## src/rtl/xnor_sched_pkg.sv

```systemverilog
// Shared types and round-robin search helper for the XNOR match scheduler.
// Provides the FSM state enum and rr_pick(), used by xnor_match_sched.
package xnor_sched_pkg;

   typedef enum logic [1:0] {
      IDLE  = 2'd0,
      SHIFT = 2'd1,
      DONE  = 2'd2
   } state_e;

   localparam int MAX_N  = 64;
   localparam int MAX_IW = 6;

   // First set bit of req scanning ptr, ptr+1, ... wrapping mod n.
   // Returns 0 when req is empty; callers only use it when |req.
   function automatic int rr_pick(
      input logic [MAX_N-1:0] req,
      input int               n,
      input int               ptr
   );
      int   idx;
      logic found;
      rr_pick = 0;
      found   = 1'b0;
      for (int i = 0; i < MAX_N; i++) begin
         if (i < n) begin
            idx = (ptr + i) % n;
            if (!found && req[idx[MAX_IW-1:0]]) begin
               found   = 1'b1;
               rr_pick = idx;
            end
         end
      end
   endfunction

endpackage

```

## src/rtl/xnor_match_sched_engine.sv

```systemverilog
// Bit-serial XNOR engine: operand shift registers, eq/count accumulators.
// Ports: load/shift controls, a_in/b_in, last flag, eq_fin/cnt_fin results.
// Count accumulator built only with XNOR_MATCH_CNT_EN; else cnt_fin = 0.
module xnor_bit_engine
   import xnor_sched_pkg::*;
#(
   parameter int W  = 8,
   parameter int CW = $clog2(W + 1)
) (
   input  logic          clk,
   input  logic          rst,
   input  logic          load,
   input  logic          shift,
   input  logic [W-1:0]  a_in,
   input  logic [W-1:0]  b_in,
   output logic          last,
   output logic          eq_fin,
   output logic [CW-1:0] cnt_fin
);

   logic [W-1:0]  a_q, a_d;
   logic [W-1:0]  b_q, b_d;
   logic          eq_q, eq_d;
   logic [CW-1:0] bit_q, bit_d;
   logic          m;

   assign m    = a_q[0] ~^ b_q[0];
   assign last = (bit_q == CW'(W - 1));

   // Results include the bit being consumed this cycle so the top can
   // latch them on the final shift edge.
   assign eq_fin = eq_q & m;

   always_comb begin
      a_d   = a_q;
      b_d   = b_q;
      eq_d  = eq_q;
      bit_d = bit_q;
      if (load) begin
         a_d   = a_in;
         b_d   = b_in;
         eq_d  = 1'b1;
         bit_d = '0;
      end else if (shift) begin
         a_d   = a_q >> 1;
         b_d   = b_q >> 1;
         eq_d  = eq_fin;
         bit_d = last ? '0 : bit_q + CW'(1);
      end
   end

   always_ff @(posedge clk) begin
      if (rst) begin
         a_q   <= '0;
         b_q   <= '0;
         eq_q  <= 1'b0;
         bit_q <= '0;
      end else begin
         a_q   <= a_d;
         b_q   <= b_d;
         eq_q  <= eq_d;
         bit_q <= bit_d;
      end
   end

`ifdef XNOR_MATCH_CNT_EN
   logic [CW-1:0] cnt_q, cnt_d;

   assign cnt_fin = cnt_q + CW'(m);

   always_comb begin
      cnt_d = cnt_q;
      if (load)
         cnt_d = '0;
      else if (shift)
         cnt_d = cnt_fin;
   end

   always_ff @(posedge clk) begin
      if (rst)
         cnt_q <= '0;
      else
         cnt_q <= cnt_d;
   end
`else
   assign cnt_fin = '0;
`endif

endmodule

```

## src/rtl/xnor_match_sched.sv

```systemverilog
// Round-robin scheduler sharing one bit-serial XNOR match engine among N.
// Ports: req/op_a/op_b in; gnt, busy, done, done_id, eq, match_cnt out.
// Optional macro XNOR_MATCH_CNT_EN builds the match counter.
module xnor_match_sched
   import xnor_sched_pkg::*;
#(
   parameter int N   = 4,
   parameter int W   = 8,
   parameter int IDW = $clog2(N),
   parameter int CW  = $clog2(W + 1)
) (
   input  logic           clk,
   input  logic           rst,
   input  logic [N-1:0]   req,
   input  logic [N*W-1:0] op_a,
   input  logic [N*W-1:0] op_b,
   output logic [N-1:0]   gnt,
   output logic           busy,
   output logic           done,
   output logic [IDW-1:0] done_id,
   output logic           eq,
   output logic [CW-1:0]  match_cnt
);

   state_e         state_q, state_d;
   logic [IDW-1:0] ptr_q, ptr_d;
   logic [IDW-1:0] id_q, id_d;
   logic [N-1:0]   gnt_q, gnt_d;
   logic           done_q, done_d;
   logic [IDW-1:0] done_id_q, done_id_d;
   logic           eq_q, eq_d;
   logic [CW-1:0]  cnt_q, cnt_d;

   logic [MAX_N-1:0] req_ext;
   int               win_i;
   int               nxt_i;
   logic [IDW-1:0]   win;
   logic             load;
   logic             shift;
   logic             last;
   logic             eng_eq;
   logic [CW-1:0]    eng_cnt;

   assign req_ext = MAX_N'(req);

   always_comb begin
      win_i = rr_pick(req_ext, N, int'(ptr_q));
      nxt_i = (win_i + 1) % N;
      win   = win_i[IDW-1:0];
   end

   xnor_bit_engine #(
      .W  (W),
      .CW (CW)
   ) u_eng (
      .clk     (clk),
      .rst     (rst),
      .load    (load),
      .shift   (shift),
      .a_in    (op_a[win*W +: W]),
      .b_in    (op_b[win*W +: W]),
      .last    (last),
      .eq_fin  (eng_eq),
      .cnt_fin (eng_cnt)
   );

   always_comb begin
      state_d   = state_q;
      ptr_d     = ptr_q;
      id_d      = id_q;
      gnt_d     = '0;
      done_d    = 1'b0;
      done_id_d = done_id_q;
      eq_d      = eq_q;
      cnt_d     = cnt_q;
      load      = 1'b0;
      shift     = 1'b0;
      unique case (state_q)
         IDLE: begin
            if (|req) begin
               load       = 1'b1;
               gnt_d[win] = 1'b1;
               id_d       = win;
               ptr_d      = nxt_i[IDW-1:0];
               state_d    = SHIFT;
            end
         end
         SHIFT: begin
            shift = 1'b1;
            if (last) begin
               state_d   = DONE;
               done_d    = 1'b1;
               done_id_d = id_q;
               eq_d      = eng_eq;
               cnt_d     = eng_cnt;
            end
         end
         DONE: begin
            state_d = IDLE;
         end
         default: begin
            state_d = IDLE;
         end
      endcase
   end

   always_ff @(posedge clk) begin
      if (rst) begin
         state_q   <= IDLE;
         ptr_q     <= '0;
         id_q      <= '0;
         gnt_q     <= '0;
         done_q    <= 1'b0;
         done_id_q <= '0;
         eq_q      <= 1'b0;
         cnt_q     <= '0;
      end else begin
         state_q   <= state_d;
         ptr_q     <= ptr_d;
         id_q      <= id_d;
         gnt_q     <= gnt_d;
         done_q    <= done_d;
         done_id_q <= done_id_d;
         eq_q      <= eq_d;
         cnt_q     <= cnt_d;
      end
   end

   assign gnt       = gnt_q;
   assign busy      = (state_q != IDLE);
   assign done      = done_q;
   assign done_id   = done_id_q;
   assign eq        = eq_q;
   assign match_cnt = cnt_q;

endmodule

```

## config.mk

```make
export PLATFORM = sky130hd
export DESIGN_NAME = xnor_match_sched
export DESIGN_NICKNAME = d
export VERILOG_FILES = /design/src/rtl/xnor_sched_pkg.sv /design/src/rtl/xnor_match_sched_engine.sv /design/src/rtl/xnor_match_sched.sv
export SDC_FILE = /design/constraint.sdc
export NUM_CORES = 1
export LEC_CHECK = 0
export CAP_MARGIN = 20
export CORE_ASPECT_RATIO = 1.2
export CORE_UTILIZATION = 39
export CTS_CLUSTER_DIAMETER = 60
export DETAILED_ROUTE_END_ITERATION = 7
export PLACE_DENSITY = 0.79
export SYNTH_ARGS = -nofsm -noshare
export SYNTH_HDL_FRONTEND = slang
export SYNTH_SLANG_ARGS = --single-unit
```

## constraint.sdc

```tcl
create_clock -name clk -period 2 [get_ports clk]
set_input_delay 0.6 -clock clk [delete_from_list [all_inputs] [get_ports clk]]
set_output_delay 0.6 -clock clk [all_outputs]
set_load 0.03 [all_outputs]
```

==> summary.log <==
qor: timing.slew_violations 0
qor: grt.globalRoute.totalOverflow 0
qor: yosys.ys.flop_type dfxtp_1
qor: drt.post_drt_wl_per_cell 15.7 um
qor: drt.route.final.wire_length 6450 um
qor: clock_tree.cts.reportedPaths.clkPinSlew 0.07 ns
qor: drt.dr.pass1.iters 4
qor: timing.fin_crit 1.94 ns
qor: drt.vias_per_cell 5.33
qor: clock_tree.numCtsBuffers 5
qor: yosys.complex_gate_fraction_of_the_synthesized_area 0.176
qor: die.coreArea 5080 sq um
qor: critical_path.worstSetupEndpointType flop
qor: job.max_cap_viols 0
qor: yosys.synth_async_sr_flop_share 0
qor: grt.number_of_antenna_violations_at_the_first_check_in_global_routing 0
qor: final_layout.final_core_utilization 0.662
qor: pwr.maximum_vdd_drop 0.493 mV
qor: critical_path.cp.required 2.21 ns
qor: yosys.muxShareOfSynthArea 0.0902
qor: timing.finalSetupViolCount 0
qor: clock_tree.clock_sinks 35
qor: timing.min_period_over_period 0.971
qor: timing.tns 0 ns
qor: yosys.synth_top_family_by_area simple AND/OR/NAND/NOR gates
qor: final_layout.syn_to_layout_area_delta 59.6%
qor: placed_design.dpl.hpwl 4600 um
qor: pwr.power_leakage 1.33 nW
qor: die.die_height 82.5 um
qor: yosys.seq_area_frac_synth 0.332
qor: clock_tree.cts.htree.levels 2
qor: grt.groute.usage.overall 0.222
qor: die.start_util 0.415
qor: final_layout.drive_gt1_frac 0.211
qor: clock_tree.cts_tree built
qor: final_layout.n_fill_cell 399
qor: clock_tree.clockBufferDepth 2
qor: yosys.synth_area_per_cell 8.71 sq um
qor: critical_path.crit_path_start_kind input port
qor: yosys.post_synth_num_cell_types 40
qor: final_layout.antenna_diode_instance_count 0
qor: critical_path.worst_r2r_path_depth 5
qor: yosys.postSynthCellCount 242
qor: pwr.power.density_cell_area 655 nW/um^2
qor: yosys.synth_adder_area_share 0.0297
qor: timing.timing.clock.skew 0.00381 ns
qor: grt.number_of_global_route_vias_before_repair 2217
qor: drt.detailroute.via_count 2190
qor: placed_design.placement.io_buffers 78
qor: timing.whs 0.459 ns
qor: timing.grt_setup_unrepaired true
qor: min_path.hold_class flop to flop
qor: timing.finalHoldViolCount 0
qor: critical_path.worst-path-max-fanout 8
qor: clock_tree.cts_root_buffer clkbuf_8
qor: critical_path.kind_of_critical_path input port to flop
qor: yosys.synth_enable_flop_cells 0
qor: critical_path.worst-endpoint-arrival 2.15 ns
qor: status.status finished clean
qor: final_layout.number_of_nets_in_the_layout 425
qor: yosys.synth_simple_gate_area_share 0.296
qor: yosys.synthXorXnorAreaFrac 0.0125
qor: placed_design.place.gp.congestion 0.820
qor: clock_tree.worstSkewPairLatency 0.29 ns
qor: grt.largest_net_degree_at_the_start_of_global_routing 33
qor: die.floorplan.rows 28
qor: die.top_level_ports 83
qor: min_path.holdPathStages 2
qor: yosys.synth_seq_cells 35
qor: yosys.yosysWarnings 0
qor: timing.max_freq 515 MHz
qor: drt.detail_route.iter0.violations 168
qor: yosys.synth_area 2110 sq um
qor: drt.route.antenna.remaining_nets 0
qor: die.die-area 5710 sq um
qor: die.horizontal_die_dimension 69.1 um
qor: grt.grt_pass1_wl 9990 um
qor: drt.drc_violations 0
-- final timing paths --
check / from / endpoint / slack (ns)
max: req[1] / u_eng.a_q[4] / 0.06
min: id_q[1] / id_q[1] / 0.46
max reg2reg: state_q[1] / u_eng.b_q[4] / 0.34
min reg2reg: id_q[1] / id_q[1] / 0.46
-- cell families (layout without fill, tap and decap cells) --
| logic type | after synthesis | count (layout) |
|---|---|---|
| multiplexers | 19 | 19 |
| AO/OA/AOI/OAI | 49 | 49 |
| buffers and inverters | 23 | 129 |
| other | 1 | 4 |
| flip-flops | 35 | 35 |
| AND/OR/NAND/NOR | 107 | 107 |
| adder cells (fa/ha/maj) | 5 | 5 |
| XOR/XNOR | 3 | 3 |
-- metrics by stage --
step | setup WS (ns) | instance area, sq um | instances | total power (W)
after floorplan | 0.00626 | 2120 | 245 | 0.00128
after global placement | -0.441 | 3140 | 393 | 0.00162
after detailed placement | -0.477 | 3140 | 393 | 0.00164
after CTS | 0.0133 | 3310 | 411 | 0.00218
after global routing | -0.0520 | 3360 | 411 | 0.00232
final | 0.0579 | 3360 | 411 | 0.00220
-- timing repair --
action / CTS / global route
cloned: 2 / 0
setup buffers: 8 / 0
hold buffers: 0 / 0
pin swaps: 6 / 3
setup endpoints to repair: 27 / 20
resized for setup: 14 / 13
-- final cells by class --
cell class,count,area [sq um],area share
clock buffers,6,72.6,0.0216
inverters,3,16.3,0.00483
repair buffers,118,1130,0.337
clock inverters,2,12.5,0.00372
well taps,60,75.1,0.0223
multi-input cells,187,1360,0.403
flip-flops and latches,35,701,0.208
-- cell usage in the layout, fill, tap and decap left out, drive strengths merged, types with 2 or more instances in the layout --
master / instances
and2: 4
dfxtp: 35
ha: 5
o211ai: 2
nor4: 4
nor3b: 14
nand2b: 2
nor2b: 5
a211oi: 30
clkbuf: 6
o21ai: 5
nor2: 25
mux2i: 19
or3: 14
clkdlybuf4s50: 73
a21bo: 2
nor3: 20
conb: 4
a21oi: 7
nand3: 5
nand2: 11
dlygate4sd2: 4
xor2: 2
inv: 3
buf: 40
-- critical path, stage by stage --
cell	delay (ns)
clkdlybuf4s15_1	0.24
buf_4	0.16
nor4_4	0.05
nor3_4	0.16
buf_4	0.14
buf_4	0.15
nor3_2	0.06
or3_1	0.38
a211oi_2	0.21
-- routing by layer --
layer / vias up / global-route usage / wire (um)
met5: - / 0 / 0
met4: 0 / 0.118 / 99
met3: 11 / 0.0522 / 317
met2: 66 / 0.413 / 3470
met1: 1025 / 0.237 / 2560
li1: 1088 / - / -
-- sequential cells by signal (all words and copies together), names as in the netlist --
name and flops:
eq 1, u_eng.a_q 8, ptr_q 2, u_eng.bit_q 4
id_q 2, state_q 2, gnt 4, done_id 2
u_eng.eq_q 1, done 1, u_eng.b_q 8
-- cells in the mapped netlist, drive strengths merged, types with 2 or more instances --
| cell type | number | share of area |
|---|---|---|
| clkbuf | 4 | 0.0071 |
| nor3 | 20 | 0.053 |
| nor4 | 4 | 0.022 |
| nand2b | 2 | 0.0059 |
| a21bo | 2 | 0.0095 |
| and2 | 4 | 0.012 |
| nor2 | 25 | 0.048 |
| nor2b | 5 | 0.015 |
| o211ai | 2 | 0.0071 |
| inv | 3 | 0.0065 |
| or3 | 14 | 0.042 |
| xor2 | 2 | 0.0083 |
| ha | 5 | 0.030 |
| dfxtp | 35 | 0.33 |
| a21oi | 7 | 0.017 |
| nand2 | 11 | 0.020 |
| buf | 16 | 0.047 |
| o21ai | 5 | 0.012 |
| mux2i | 19 | 0.090 |
| a211oi | 30 | 0.12 |
| nand3 | 5 | 0.012 |
| nor3b | 14 | 0.050 |
-- power breakdown --
group	leakage, nW	switching [W]	total, W	internal, W
clock	0.0412	0.000260	0.000504	0.000243
combinational	1.00	0.000419	0.000887	0.000468
sequential	0.288	0.0000434	0.000812	0.000768
Note: power is estimated with default switching activity, not from simulation.
